<file path="config.mk">
export PLATFORM = sky130hd
export DESIGN_NAME = seq_detect_param
export DESIGN_NICKNAME = d
export VERILOG_FILES = /design/src/rtl/seq_det_pkg.sv /design/src/rtl/sat_counter.sv /design/src/rtl/seq_detect_param.sv
export SDC_FILE = /design/constraint.sdc
export NUM_CORES = 1
export LEC_CHECK = 0
export BUFFER_PORTS_ARGS = -buffer_cell sky130_fd_sc_hd__buf_2
export CORE_MARGIN = 3
export CORE_UTILIZATION = 48
export CTS_CLUSTER_DIAMETER = 40
export DETAILED_ROUTE_END_ITERATION = 10
export PLACE_DENSITY = 0.74
export SKIP_CTS_REPAIR_TIMING = 1
export SYNTH_ARGS = -nofsm -noshare
export SYNTH_HDL_FRONTEND = slang
export SYNTH_SLANG_ARGS = --single-unit
</file>
<file path="constraint.sdc">
create_clock -name clk -period 2.2 [get_ports clk]
set_input_delay 0.33 -clock clk [delete_from_list [all_inputs] [get_ports clk]]
set_output_delay 0.33 -clock clk [all_outputs]
set_load 0.005 [all_outputs]
</file>
<file path="src/rtl/seq_det_pkg.sv">
// Shared types and limits for the parametrised serial pattern detector.
package seq_det_pkg;

  typedef enum logic [1:0] {
    IDLE  = 2'd0,
    FILL  = 2'd1,
    ARMED = 2'd2
  } seq_state_t;

  localparam int PAT_W_MIN = 2;
  localparam int PAT_W_MAX = 16;

endpackage

</file>
<file path="src/rtl/sat_counter.sv">
// Saturating up-counter with synchronous clear; holds at all-ones instead of wrapping.
module sat_counter #(
  parameter int WIDTH = 8
) (
  input  logic             clk,
  input  logic             rst_n,
  input  logic             clear,
  input  logic             inc,
  output logic [WIDTH-1:0] count
);

  // NOTE: sequential state uses non-blocking (<=) so every flop samples pre-edge values.
  always_ff @(posedge clk or negedge rst_n) begin
    if (!rst_n) begin
      count <= '0;
    end else if (clear) begin
      count <= '0;
    end else if (inc && (count != {WIDTH{1'b1}})) begin
      count <= count + 1'b1;
    end
  end

endmodule

</file>
<file path="src/rtl/seq_detect_param.sv">
// Serial pattern detector: compares the last PAT_W sampled bits of X against a
// programmable pattern, with overlapping or non-overlapping detection and a match count.
module seq_detect_param
  import seq_det_pkg::*;
#(
  parameter int PAT_W = 4,
  parameter int CNT_W = 8
) (
  input  logic             clk,
  input  logic             rst_n,
  input  logic             en,
  input  logic             X,
  input  logic [PAT_W-1:0] pattern,
  input  logic             overlap,
  input  logic             clear,
  output logic             Y,
  output logic [CNT_W-1:0] match_cnt,
  output logic [1:0]       state
);

  localparam int FILL_W = $clog2(PAT_W + 1);
  localparam logic [FILL_W-1:0] FILL_FULL = FILL_W'(PAT_W);

  generate
    if (PAT_W < PAT_W_MIN || PAT_W > PAT_W_MAX) begin : g_bad_pat_w
      $error("seq_detect_param: PAT_W=%0d outside %0d..%0d", PAT_W, PAT_W_MIN, PAT_W_MAX);
    end
  endgenerate

  logic [PAT_W-1:0]  hist;
  logic [FILL_W-1:0] fill;
  seq_state_t        state_q;

  logic [PAT_W-1:0]  hist_n;
  logic [FILL_W-1:0] fill_n;
  logic              match;

  // NOTE: every always_comb output gets a default first, so no path can infer a latch.
  always_comb begin
    hist_n = {hist[PAT_W-2:0], X};
    fill_n = fill;
    match  = 1'b0;
    if (fill != FILL_FULL) begin
      fill_n = fill + 1'b1;
    end
    if (en && !clear && (fill_n == FILL_FULL) && (hist_n == pattern)) begin
      match = 1'b1;
    end
  end

  // A non-overlap match restarts the fill so matched bits cannot be reused.
  always_ff @(posedge clk or negedge rst_n) begin
    if (!rst_n) begin
      hist    <= '0;
      fill    <= '0;
      state_q <= IDLE;
      Y       <= 1'b0;
    end else if (clear) begin
      hist    <= '0;
      fill    <= '0;
      state_q <= IDLE;
      Y       <= 1'b0;
    end else if (en) begin
      hist <= hist_n;
      Y    <= match;
      if (match && !overlap) begin
        fill    <= '0;
        state_q <= IDLE;
      end else begin
        fill <= fill_n;
        unique case (state_q)
          IDLE:    state_q <= (fill_n == FILL_FULL) ? ARMED : FILL;
          FILL:    state_q <= (fill_n == FILL_FULL) ? ARMED : FILL;
          ARMED:   state_q <= ARMED;
          default: state_q <= IDLE;
        endcase
      end
    end else begin
      Y <= 1'b0;
    end
  end

  sat_counter #(
    .WIDTH(CNT_W)
  ) u_match_cnt (
    .clk  (clk),
    .rst_n(rst_n),
    .clear(clear),
    .inc  (match),
    .count(match_cnt)
  );

  assign state = state_q;

endmodule

</file>
==> metrics.md <==
| Metric | Value |
|---|---|
| Status | finished, violations left |
| Failing checks | setup timing |
| Vias in the first global route | 854 |
| Pwr Density | 442 nW/um^2 |
| Min Tclk post-route | 2.21 ns |
| Initial antenna violation count | 0 |
| Netlist cell types | 34 |
| Mapped Area | 1040 sq um |
| Final core utilization | 65.6% |
| Cell taking the most area after synthesis | dfrtp_1 |
| CTS tree | built |
| YS warnings | 0 |
| Largest net degree at the start of global routing | 21 |
| Worst r2r src | fill[1]$_DFFE_PN0P_ |
| Placed inst area | 1160 sq um |
| I/O pins | 21 |
| Slew headroom | 74.5% |
| WS Path Type | register to register |
| Initial DRC Count | 31 |
| Synth area leaders | dfrtp_1, a21oi_1, nor4_4, ha_1, nand3_1 |
| Post-Syn Nets | 119 |
| FMAX | 0.453 GHz |
| Total congestion overflow | 0 |
| CTS max path bufs | 2 |
| Tcrit/Tclk final | 100% |
| Max stage delay on crit path | 0.45 ns |
| Slew Limit Fails | 0 |
| Number of vias per cell | 5.66 |
| CORE AREA | 2000 sq um |
| Worst Path Required | 2.42 ns |
| Cell count after synthesis | 106 |
| GP Congestion | 0.792 |
| Port Buffer Count | 20 |
| FF-to-FF path depth | 7 |
| Hold Crit Depth | 3 |
| Dpl cells | 152 |
| Full die area | 2750 sq um |
| Final wirelength | 2380 um |
| First-pass GRT wire length | 3620 um |
| Wirelength per Cell | 14.6 um |
| Hold EP | hist[0]$_DFFE_PN0P_ |
| Fin worst setup slack | -0.00742 ns |
| CP cell instances | ha_2, or3b_4, a211oi_4, buf_4, o21ai_4, or4_4, a21oi_2 |
| Startpoint Class | register |
| Leakage power | 0.613 nW |
| Root buffer cell | clkbuf_4 |
| Flop2flop setup slack | -0.007 ns |
| Final hold vios | 0 |
| Post-DRT Antenna Nets | 0 |
| HPWL after DPL | 1530 um |
| Non-Filler Instances | 163 |
| Die H | 52.5 um |
| Post-route cell area | 1310 sq um |
| Skew-Pair Late Insertion Delay | 0.29 ns |
| Layout cells sized above 1 | 39.0% |
| Crit path arrival time | 2.43 ns |
| H-tree depth | 1 |
| Detailed-route via count | 923 |
| Post-place setup slack | 0.00515 ns |
| Crit path max fanout | 5 |
| Min Hold Slack | 0.333 ns |
| Number of remaining DRC errors | 0 |
| Hold crit path type | input port to register |
| Avg Cell Area, Syn | 9.77 sq um |
| Unrepaired setup endpoints after global routing | yes |
| Cell Rows | 16 |
| Detailed Routing Iterations Pass 1 | 5 |
| #FFs+latches synth | 17 |
| Starting Density | 51.8% |
| Area growth, synth to finish | 26.8% |
| Setup violations, final | 1 |
| Worst-path clk slew | 0.09 ns |
| TritonCTS sink count | 17 |
| Clock skew after layout | 0.00505 ns |
| Critical path's slowest cell | or4_4 |
| Max cap viols | 0 |
| Max IR drop VDD | 0.287 mV |
| All-Layer GR Usage | 17.7% |
| Worst slew pin tran | 0.383 ns |
| Cts bufs inserted | 3 |
| Ant. Diodes | 0 |
| Kind of end point of the critical path | register |
| Worst Min Path Start | X |
| Nets | 150 |
| Top-area cell type share of the netlist area | 41.1% |
| Critical R2R Capture | u_match_cnt.count[3]$_DFFE_PN0P_ |
| Die span in x | 52.5 um |
| Sequential area share after synthesis | 41.1% |
## cell usage after synthesis
cell type	count
a211oi_2	1
or4_1	3
or2b_2	1
ha_1	3
o21ai_2	1
nor4b_1	1
nand3_1	7
and3_1	1
or3b_1	1
o31ai_1	3
xnor2_1	1
clkbuf_4	1
xor2_1	4
a21oi_1	10
mux2i_1	3
nor3_1	6
nand4_1	3
buf_6	1
nor4_4	2
nand4b_1	1
inv_1	5
nor2_1	9
nand2_1	6
buf_1	1
nand2b_1	1
clkbuf_2	1
mux2_2	1
mux2_1	2
o21a_1	1
clkbuf_8	2
o21ai_0	2
and4_1	1
dfrtp_1	17
nor2b_1	3
## cells in the final DEF (no fill, tap or decap), drive strengths merged, types with 5 or more instances in the layout
cell,netlist,routed
dfrtp,17,17
inv,5,5
a21oi,10,10
nor2,9,9
nand2,6,6
nor3,6,6
nand3,7,7
buf,2,30
## sequential cells by signal, summed over array words and instances, names as in the netlist
register           flops
state                  2
u_match_cnt.count      8
hist                   3
Y                      1
fill                   3
## worst max-delay path: cells and delay by family, from the launching register on
kind                       cells  cell delay [ns]
adders and majority gates      1             0.20
DFF                            1             0.41
AOI/OAI and AO/OA              3             0.52
and+or+nand+nor                2             0.85
buffers and inverters          1             0.17
## cell families after synthesis
family | synth area share, %
buffers and inverters | 7.13
muxes | 6.16
xor gates and xnor gates | 4.23
adders and majority gates | 3.62
and+or+nand+nor | 27.1
DFF | 41.1
AOI/OAI and AO/OA | 10.7
## per-stage QoR
step	setup TNS (ns)	power [mW]
after global routing	-0.373	0.609
final	-0.00742	0.581
after detailed placement	0	0.404
after floorplan	0	0.377
after global placement	0	0.401
after CTS	-0.0143	0.569
## worst max path at each step
stage | from | endpoint | slack, ns | cells after the start
4_1_cts | fill[0]$_DFFE_PN0P_ | u_match_cnt.count[3]$_DFFE_PN0P_ | -0.009 | 6
5_1_grt | fill[1]$_DFFE_PN0P_ | u_match_cnt.count[3]$_DFFE_PN0P_ | -0.10 | 8
3_5_place_dp | fill[0]$_DFFE_PN0P_ | u_match_cnt.count[6]$_DFFE_PN0P_ | 0.005 | 6
2_1_floorplan | fill[0]$_DFFE_PN0P_ | u_match_cnt.count[6]$_DFFE_PN0P_ | 0.003 | 7
6_report | fill[1]$_DFFE_PN0P_ | u_match_cnt.count[3]$_DFFE_PN0P_ | -0.007 | 7
3_3_place_gp | fill[0]$_DFFE_PN0P_ | u_match_cnt.count[6]$_DFFE_PN0P_ | 0.04 | 6
## where the power goes
group | switching [mW] | total, mW | internal [mW]
clock | 0.0968 | 0.167 | 0.0705
combinational | 0.0490 | 0.0875 | 0.0385
sequential | 0.00640 | 0.326 | 0.319
## cell type report
type                       count  area, sq um
multi-input combinational     79          621
inverter                       5         18.8
fill                         164          688
sequential                    17          425
tap                           27         33.8
clock buffer                   4         26.3
timing repair buffer          31          189
## layer usage
layer | global-route usage (%) | wire length (um) | vias up
li1 | - | - | 439
met1 | 21.9 | 1030 | 449
met2 | 30.2 | 1200 | 31
met3 | 3.42 | 123 | 4
met4 | 6.38 | 29 | 0
met5 | 0 | 0 | -
No activity file was read; power rests on OpenSTA's default activity.
